===== src/rtl/laundry_pkg.sv =====
// Shared laundry definitions: FSM state encoding, coin units and default price.
// The wash controller imports this too, so both sides agree on what a coin unit is.
package laundry_pkg;

  localparam logic [1:0] ST_IDLE    = 2'd0;
  localparam logic [1:0] ST_COLLECT = 2'd1;
  localparam logic [1:0] ST_PAID    = 2'd2;
  localparam logic [1:0] ST_CHANGE  = 2'd3;

  typedef enum logic [1:0] {
    IDLE    = ST_IDLE,
    COLLECT = ST_COLLECT,
    PAID    = ST_PAID,
    CHANGE  = ST_CHANGE
  } state_t;

  typedef logic [1:0] coin_unit_t;

  localparam coin_unit_t COIN_NONE  = 2'd0;
  localparam coin_unit_t COIN_ONE   = 2'd1;
  localparam coin_unit_t COIN_TWO   = 2'd2;
  localparam coin_unit_t COIN_THREE = 2'd3;

  localparam int DEFAULT_PRICE = 4;

  // A strobe carrying the zero code is a slug or misread coin, not a coin.
  function automatic logic coin_is_valid(input logic strobe, input coin_unit_t value);
    return strobe && (value != COIN_NONE);
  endfunction

endpackage


===== src/rtl/laundry_coin_acceptor_if.sv =====
// Bus between the coin acceptor and whoever drives coins/cancel/wash_done.
// The acceptor takes the slave modport; the controller or bench takes master.
interface laundry_coin_acceptor_if
  import laundry_pkg::*;
#(
  parameter int CREDIT_W = 3
);

  logic                coin_valid;
  coin_unit_t          coin_value;
  logic                cancel;
  logic                wash_done;
  logic                paid;
  logic [CREDIT_W-1:0] credit;
  logic                coin_reject;
  logic                change_valid;
  logic [CREDIT_W-1:0] change_amount;

  modport master (
    output coin_valid, coin_value, cancel, wash_done,
    input  paid, credit, coin_reject, change_valid, change_amount
  );

  modport slave (
    input  coin_valid, coin_value, cancel, wash_done,
    output paid, credit, coin_reject, change_valid, change_amount
  );

endinterface


===== src/rtl/laundry_idle_timer.sv =====
// Saturating inactivity counter; expired stays high once TIMEOUT_CYC-1 is reached
// until clear, so it can never wrap back into a false "still active" reading.
module laundry_idle_timer #(
  parameter int TIMEOUT_CYC = 1000
) (
  input  logic clk,
  input  logic reset,
  input  logic clear,
  input  logic enable,
  output logic expired
);

  localparam int TW = (TIMEOUT_CYC > 2) ? $clog2(TIMEOUT_CYC) : 1;
  localparam logic [TW-1:0] LAST = TW'(TIMEOUT_CYC - 1);

  logic [TW-1:0] count;

  always_ff @(posedge clk or negedge reset) begin
    if (!reset) begin
      count <= '0;
    end else if (clear) begin
      count <= '0;
    end else if (enable && !expired) begin
      count <= count + TW'(1);
    end
  end

  assign expired = (count == LAST);

endmodule


===== src/rtl/laundry_coin_acceptor.sv =====
// Coin acceptor front-end: accumulates credit, raises paid at PRICE, refunds on
// cancel/timeout and dispenses change after wash_done. All outputs are registered.
module laundry_coin_acceptor
  import laundry_pkg::*;
#(
  parameter int PRICE       = DEFAULT_PRICE,
  parameter int MAX_CREDIT  = 7,
  parameter int CREDIT_W    = 3,
  parameter int TIMEOUT_CYC = 1000
) (
  input logic                    clk,
  input logic                    reset,
  laundry_coin_acceptor_if.slave bus
);

  localparam logic [CREDIT_W:0] MAX_SUM = MAX_CREDIT[CREDIT_W:0];

  state_t                state_q, state_d;
  logic [CREDIT_W-1:0]   credit_q, credit_d;
  logic [CREDIT_W-1:0]   change_amount_q, change_amount_d;
  logic                  paid_q, paid_d;
  logic                  coin_reject_q, coin_reject_d;
  logic                  change_valid_q, change_valid_d;

  logic                  coin_ok;
  logic                  coin_accept;
  logic                  timer_expired;
  logic [CREDIT_W:0]     sum;
  logic                  sum_over;
  logic                  sum_pays;
  logic                  coin_pays;
  logic [CREDIT_W-1:0]   change_due;

  // Sum is one bit wider than credit so an overflowing coin is seen, not wrapped.
  assign coin_ok    = coin_is_valid(bus.coin_valid, bus.coin_value);
  assign sum        = {1'b0, credit_q} + {{(CREDIT_W-1){1'b0}}, bus.coin_value};
  assign sum_over   = (sum > MAX_SUM);
  assign sum_pays   = (32'(sum) >= 32'(PRICE));
  assign coin_pays  = (32'(bus.coin_value) >= 32'(PRICE));
  assign change_due = CREDIT_W'(32'(credit_q) - 32'(PRICE));

  laundry_idle_timer #(
    .TIMEOUT_CYC (TIMEOUT_CYC)
  ) u_idle_timer (
    .clk     (clk),
    .reset   (reset),
    .clear   ((state_q != COLLECT) || coin_accept),
    .enable  (state_q == COLLECT),
    .expired (timer_expired)
  );

  always_ff @(posedge clk or negedge reset) begin
    if (!reset) begin
      state_q         <= IDLE;
      credit_q        <= '0;
      paid_q          <= 1'b0;
      coin_reject_q   <= 1'b0;
      change_valid_q  <= 1'b0;
      change_amount_q <= '0;
    end else begin
      state_q         <= state_d;
      credit_q        <= credit_d;
      paid_q          <= paid_d;
      coin_reject_q   <= coin_reject_d;
      change_valid_q  <= change_valid_d;
      change_amount_q <= change_amount_d;
    end
  end

  always_comb begin
    state_d         = state_q;
    credit_d        = credit_q;
    coin_reject_d   = 1'b0;
    change_valid_d  = 1'b0;
    change_amount_d = change_amount_q;
    coin_accept     = 1'b0;

    unique case (state_q)
      IDLE: begin
        if (coin_ok) begin
          credit_d    = CREDIT_W'(bus.coin_value);
          coin_accept = 1'b1;
          state_d     = coin_pays ? PAID : COLLECT;
        end else if (bus.coin_valid) begin
          coin_reject_d = 1'b1;
        end
      end

      // Cancel beats everything; an accepted coin beats the timeout on the same edge.
      COLLECT: begin
        if (bus.cancel || (timer_expired && !(coin_ok && !sum_over))) begin
          change_valid_d  = 1'b1;
          change_amount_d = credit_q;
          credit_d        = '0;
          coin_reject_d   = bus.coin_valid;
          state_d         = IDLE;
        end else if (coin_ok && !sum_over) begin
          credit_d    = sum[CREDIT_W-1:0];
          coin_accept = 1'b1;
          if (sum_pays) state_d = PAID;
        end else if (bus.coin_valid) begin
          coin_reject_d = 1'b1;
        end
      end

      PAID: begin
        coin_reject_d = bus.coin_valid;
        if (bus.wash_done) begin
          change_valid_d  = 1'b1;
          change_amount_d = change_due;
          credit_d        = '0;
          state_d         = CHANGE;
        end
      end

      CHANGE: begin
        coin_reject_d = bus.coin_valid;
        state_d       = IDLE;
      end

      default: state_d = IDLE;
    endcase

    paid_d = (state_d == PAID);
  end

  assign bus.paid          = paid_q;
  assign bus.credit        = credit_q;
  assign bus.coin_reject   = coin_reject_q;
  assign bus.change_valid  = change_valid_q;
  assign bus.change_amount = change_amount_q;

endmodule


===== src/flat_wrapper.sv =====
// flat-port wrapper written by rule: the top's interface ports become plain ports
module laundry_coin_acceptor_flat import laundry_pkg::*;
#(
  parameter int PRICE       = DEFAULT_PRICE,
  parameter int MAX_CREDIT  = 7,
  parameter int CREDIT_W    = 3,
  parameter int TIMEOUT_CYC = 1000
)
  (clk, reset, bus_coin_valid, bus_coin_value, bus_cancel, bus_wash_done, bus_paid, bus_credit, bus_coin_reject, bus_change_valid, bus_change_amount);
  laundry_coin_acceptor_if #(.CREDIT_W(CREDIT_W)) bus_i ();
  input logic clk;
  input logic reset;
  input wire logic [$bits(bus_i.coin_valid)-1:0] bus_coin_valid;
  input wire logic [$bits(bus_i.coin_value)-1:0] bus_coin_value;
  input wire logic [$bits(bus_i.cancel)-1:0] bus_cancel;
  input wire logic [$bits(bus_i.wash_done)-1:0] bus_wash_done;
  output wire logic [$bits(bus_i.paid)-1:0] bus_paid;
  output wire logic [$bits(bus_i.credit)-1:0] bus_credit;
  output wire logic [$bits(bus_i.coin_reject)-1:0] bus_coin_reject;
  output wire logic [$bits(bus_i.change_valid)-1:0] bus_change_valid;
  output wire logic [$bits(bus_i.change_amount)-1:0] bus_change_amount;
  assign bus_i.coin_valid = bus_coin_valid;
  assign bus_i.coin_value = bus_coin_value;
  assign bus_i.cancel = bus_cancel;
  assign bus_i.wash_done = bus_wash_done;
  assign bus_paid = bus_i.paid;
  assign bus_credit = bus_i.credit;
  assign bus_coin_reject = bus_i.coin_reject;
  assign bus_change_valid = bus_i.change_valid;
  assign bus_change_amount = bus_i.change_amount;
  laundry_coin_acceptor #(.PRICE(PRICE), .MAX_CREDIT(MAX_CREDIT), .CREDIT_W(CREDIT_W), .TIMEOUT_CYC(TIMEOUT_CYC)) u_core (.clk(clk), .reset(reset), .bus(bus_i));
endmodule

===== config.mk =====
export PLATFORM = sky130hd
export DESIGN_NAME = laundry_coin_acceptor_flat
export DESIGN_NICKNAME = d
export VERILOG_FILES = /design/src/rtl/laundry_pkg.sv /design/src/rtl/laundry_coin_acceptor_if.sv /design/src/rtl/laundry_idle_timer.sv /design/src/rtl/laundry_coin_acceptor.sv /design/src/flat_wrapper.sv
export SDC_FILE = /design/constraint.sdc
export NUM_CORES = 1
export LEC_CHECK = 0
export CAP_MARGIN = 20
export CORE_ASPECT_RATIO = 1.4
export CORE_UTILIZATION = 50
export CTS_BUF_LIST = sky130_fd_sc_hd__clkbuf_4 sky130_fd_sc_hd__clkbuf_8 sky130_fd_sc_hd__clkbuf_16
export CTS_CLUSTER_SIZE = 10
export DETAILED_ROUTE_END_ITERATION = 10
export GPL_ROUTABILITY_DRIVEN = 0
export GPL_TIMING_DRIVEN = 0
export MAX_ROUTING_LAYER = met4
export PLACE_DENSITY = 0.7
export SKIP_CTS_REPAIR_TIMING = 1
export SYNTH_ARGS = -nofsm -noshare
export SYNTH_HDL_FRONTEND = slang
export SYNTH_SLANG_ARGS = --single-unit
export TNS_END_PERCENT = 1

===== constraint.sdc =====
create_clock -name clk -period 2.2 [get_ports clk]
set_input_delay 0.55 -clock clk [delete_from_list [all_inputs] [get_ports clk]]
set_output_delay 0.55 -clock clk [all_outputs]
set_load 0.02 [all_outputs]

After elaboration in Yosys (flattened, before gate mapping)
Index checks and enable logic that the tools add are counted.
Cells by class
  equality and inequality tests: 10
  add/subtract/negate cells: 3
  order comparisons: 2
  reductions and logical operators: 17
  muxes and demuxes: 28
Operator list (count)
  10-bit two-way mux: 2
  3-bit two-way mux: 6
  10-bit by 1-bit adder with 10-bit output, second input constant: 1
  10-bit == test, second input constant: 1
  2-bit two-way mux: 5
  1-bit two-way mux: 9
  3-bit case mux with 3 select lines: 1
  2-bit case mux with 4 select lines: 1
  2-bit == test, second input constant: 3
  2-bit by 1-bit != test with 1-bit output, second input constant: 3
  3-bit case mux with 2 select lines: 1
  2-bit nonzero test: 3
  3-bit by 2-bit adder with 4-bit output: 1
  4-bit by 3-bit >= comparator with 1-bit output, second input constant: 1
  4-bit by 3-bit greater-than comparator with 1-bit output, second input constant: 1
  1-bit logical AND: 4
  1-bit case mux with 2 select lines: 2
  4-bit AND reduction: 1
  1-bit logical NOT: 3
  3-bit by 1-bit != test with 1-bit output, second input constant: 1
  1-bit case mux with 3 select lines: 1
  3-bit AND reduction: 1
  3-bit nonzero test: 1
  3-bit subtractor, second input constant: 1
  5 further kinds: 6
Word-level totals
  word-level logic and storage cells: 67
  bits of input ports: 7
  flip-flop bits (word level): 21
  output and inout bits: 9

Depth between registers and ports, before layout
Gate-level depths: netlist of the first run.
  depth after elaboration: 11
  mapped depth: 8
  gate-level depth less buffers: 7

Hierarchy
From an unflattened synthesis of the first run, not the netlist that was laid out.
Unflattened totals
  cell total of the unflattened synthesis: 149
  area total of the unflattened synthesis: 1436.4 um2
By module, submodules not included
  laundry_coin_acceptor: seq. area each 275.3 um2, cells an instance 86, area each 829.5 um2, times used 1
  laundry_idle_timer: seq. area each 250.2 um2, cells an instance 63, area each 606.8 um2, times used 1

Worst setup path before layout of the first run
No wires, ideal clock.
  path kind: input port to flip-flop
  start: input port bus_coin_value[0]
  end: register u_core.paid_q, in the netlist u_core.bus.paid
  path slack: 0.275 ns
  path buffers: 0
  cell stages on the path: 7
  library setup time: 0.094 ns
  data arrival time: 1.831 ns
  cell sequence: ha_1 inv_1 fa_1 xor2_1 o32ai_1 nand2_1 a211oi_1
Between the ends
  cells in the longest elaborated chain, start to end: 10
  elaborated cells between the ends (all ways): 16
  those cells by class: add/sub (1); order compare (2); eq/ne (1); mux (5); reduce/logical (7)
RTL lines
  start: declaration: RTL line flat_wrapper.sv:14  | input wire logic [$bits(bus_i.coin_value)-1:0] bus_coin_value;
  3-bit by 2-bit adder with 4-bit output: RTL line laundry_coin_acceptor.sv:36  | assign sum = {1'b0, credit_q} + {{(CREDIT_W-1){1'b0}}, bus.coin_value};
  4-bit by 3-bit greater-than comparator with 1-bit output: RTL line laundry_coin_acceptor.sv:37  | assign sum_over = (sum > MAX_SUM);
  1-bit logical NOT: RTL line laundry_coin_acceptor.sv:91, laundry_coin_acceptor.sv:97
  1-bit logical AND: RTL line laundry_coin_acceptor.sv:91, laundry_coin_acceptor.sv:97
  1-bit logical NOT: RTL line laundry_coin_acceptor.sv:91  | if (bus.cancel || (timer_expired && !(coin_ok && !sum_over))) begin
  1-bit logical AND: RTL line laundry_coin_acceptor.sv:91
  1-bit logical OR: RTL line laundry_coin_acceptor.sv:91
  2-bit two-way mux: RTL line laundry_coin_acceptor.sv:91
  2-bit case mux with 4 select lines *: RTL line laundry_coin_acceptor.sv:78  | unique case (state_q)
  2-bit == test *: RTL line laundry_coin_acceptor.sv:124  | paid_d = (state_d == PAID);
  named net u_core.paid_d: RTL line laundry_coin_acceptor.sv:21  | logic paid_q, paid_d;
  end signal: assignment: RTL line laundry_coin_acceptor.sv:63  | paid_q <= paid_d;
  end: declaration: RTL line laundry_coin_acceptor.sv:21
The timed path passes the listed nets; every way through them passes the cells marked *.
A chain may end at the register's enable or synchronous reset.

Worst setup path after layout of the first run
Ends and elaborated chain as after synthesis.

==> results of run 1 <==
stage by stage:
stage	util (%)	setup WS, ps
global route	62.9	-234
finish	62.9	-113
CTS	62.4	-218
detailed placement	61.2	-520
floorplan	-	275
global placement	61.2	-467
worst paths after layout:
path | depth (start not counted) | endpoint | startpoint
setup / recovery | 8 | u_core.bus.paid$_DFF_PN0_ | bus_coin_value[0]
hold reg to reg | 1 | u_core.bus.change_amount[0]$_DFFE_PN0P_ | u_core.bus.change_amount[0]$_DFFE_PN0P_
min in group asynchronous | 1 | u_core.u_idle_timer.count[0]$_DFFE_PN0P_ | reset
max in group asynchronous | 1 | u_core.u_idle_timer.count[3]$_DFFE_PN0P_ | reset
setup reg to reg | 6 | u_core.bus.change_amount[1]$_DFFE_PN0P_ | u_core.u_idle_timer.count[0]$_DFFE_PN0P_
hold / removal | 1 | u_core.bus.change_amount[0]$_DFFE_PN0P_ | u_core.bus.change_amount[0]$_DFFE_PN0P_
final cells by class:
| type | count | area [sq um] |
|---|---|---|
| buffer | 6 | 30.0 |
| clock buffer | 4 | 30.0 |
| fill | 211 | 887 |
| inverter | 6 | 22.5 |
| multi-input combinational | 98 | 703 |
| sequential | 21 | 526 |
| tap | 34 | 42.5 |
| timing repair buffer | 15 | 150 |
kinds of logic (layout without fill, tap and decap cells):
group | Yosys count | count (layout) | share of synthesized area [%]
AND/OR/NAND/NOR | 46 | 46 | 20.1
AO/OA/AOI/OAI | 30 | 30 | 15.5
XOR/XNOR | 9 | 9 | 6.21
adder cells (fa/ha/maj) | 8 | 8 | 8.47
buffers and inverters | 12 | 31 | 4.14
flip-flops | 21 | 21 | 41.4
multiplexers | 5 | 5 | 4.24
sequential cells by signal (all words and copies together) (netlist names):
name                       count
u_core.state_q                 2
u_core.bus.change_valid        1
u_core.bus.coin_reject         1
u_core.u_idle_timer.count     10
u_core.bus.credit              3
u_core.bus.paid                1
u_core.bus.change_amount       3
synthesized netlist by cell type (all sizes together), types with 2 or more instances:
cell type / n / area, sq um
clkbuf: 4 / 15.0
and3: 3 / 21.3
dfrtp: 21 / 526
mux2: 3 / 33.8
nand2: 8 / 32.5
xor2: 8 / 70.1
o21ai: 8 / 40.0
inv: 6 / 22.5
nand3: 6 / 30.0
nor3: 6 / 30.0
a211oi: 2 / 15.0
nor2b: 2 / 12.5
nor2: 15 / 56.3
nand2b: 2 / 12.5
mux2i: 2 / 20.0
buf: 2 / 15.0
a21oi: 9 / 52.6
ha: 7 / 87.6
o22ai: 2 / 12.5
a21o: 3 / 23.8
metal layers:
metal / track usage, % / up-vias / wire (microns)
li1: - / 496 / -
met2: 34.9 / 23 / 1300
met1: 23.3 / 471 / 1020
met3: 1.76 / 6 / 80
met4: 10.8 / 0 / 66
met5: - / - / 0
report_power, final:
part	internal, mW	leakage [nW]	switching, mW
logic	0.380	0.398	0.476
registers	0.478	0.284	0.0734
clock network	0.0831	0.0184	0.119
total	0.941	0.700	0.669
==> metrics.cfg, run 1 <==
[run_status]
status=complete, but fails checks
violations=negative setup slack

[worst_setup_path]
crit_slowest_cell=clkdlybuf4s50_1
crit_family=adder cells
cp-start-kind=input port
crit_chain=clkdlybuf4s50_1, ha_1, inv_1, fa_1, xor2_1, o32ai_2, nand2_1, a211oi_1
crit_path_max_fanout=5
ff2ff_setup_slack_ps=40
critPathKind=input port to register
crit_buf_inv=2
arrival_ps=2530
crit_path_max_incr_delay_ps=530
cp.required_ps=2410
end_kind=register

[cts]
cts_tree=built
cts.sinks=21
clockBufferDepth=2
clk_latency_ps=310
cts_buffers=3
cts-root-buf=clkbuf_4
clkTransAtPathRegs_ps=120
htreeDepth=1

[route]
finalWirelength_mm=2.47
drtIter0Drc=10
via_per_inst=5.41
ant_nets=0
first_pass_iters=4
wl_per_cell_microns=13.4
route.detailed.drc=0
vias=996

[timing]
holdWs_ps=520
skew_ps=8.61
tightest_slew_ps=933
setup_viol=4
fmax_mhz=432
setup_tns_ps=-295
rsz0062_at_grt=yes
timing.final.max_slew_violations=0
slew-limit-headroom_pct=37.6
finalCritPeriodShare_pct=105
fin_crit_ps=2310
layout_setup_ws_ps=-113
hold_violations=0

[cells_and_area]
antennaDiodeCount=0
final_common_cell=dfrtp_1
final_cell_mix=dfrtp_1, nor2_1, clkdlybuf4s50_1
nNetsFinal=166
final_cells=184
design_area_sq_um=1500
syn_to_final_growth_pct=18.4
drive_above_1_share_pct=14.0

[die]
row_count=21
core_sq_um=2390
io_pins=16
chipWidth_microns=44.6
initial_core_util_pct=53.1
die_h_microns=61.6
design.die.area_sq_um=2750

[power]
p_total_mw=1.61
p_leak_nw=0.700
p_per_area_nw_per_um2=1070
irDropWorstVdd_uv=707

[logic_synthesis]
ys_types=37
synth_edf_count=0
ys_warn_count=0
ys_seq_area_share_pct=41.4
syn_nets=146
syn_area_sq_um=1270
synth_cells=131
synth-seq-cells=21
synth_flop_cell=dfrtp_1
syn-mean-instance-area_sq_um=9.69
async_flop_share_pct=100

[placed_design]
dp_hpwl_mm=1.87
place_inst=180
port-buffer-count=15
placed_cell_area_sq_um=1460

[grt]
antenna_found_initial=0
grt_pass1_vias=899
grt.total_usage_pct=20.3
grt_max_degree=22
overflow=0
grt_first_pass_wirelength_mm=3.88

[hold_path]
hp-class=register to register

[job]
drv_cap=0

Note: power is estimated with default switching activity, not from simulation.
==> inputs of run 2 (changes only) <==
Settings changed: CTS_CLUSTER_SIZE 10 to not set.
==> results of run 2 <==
Final layout, timing and power as in run 1 (identical DEF).
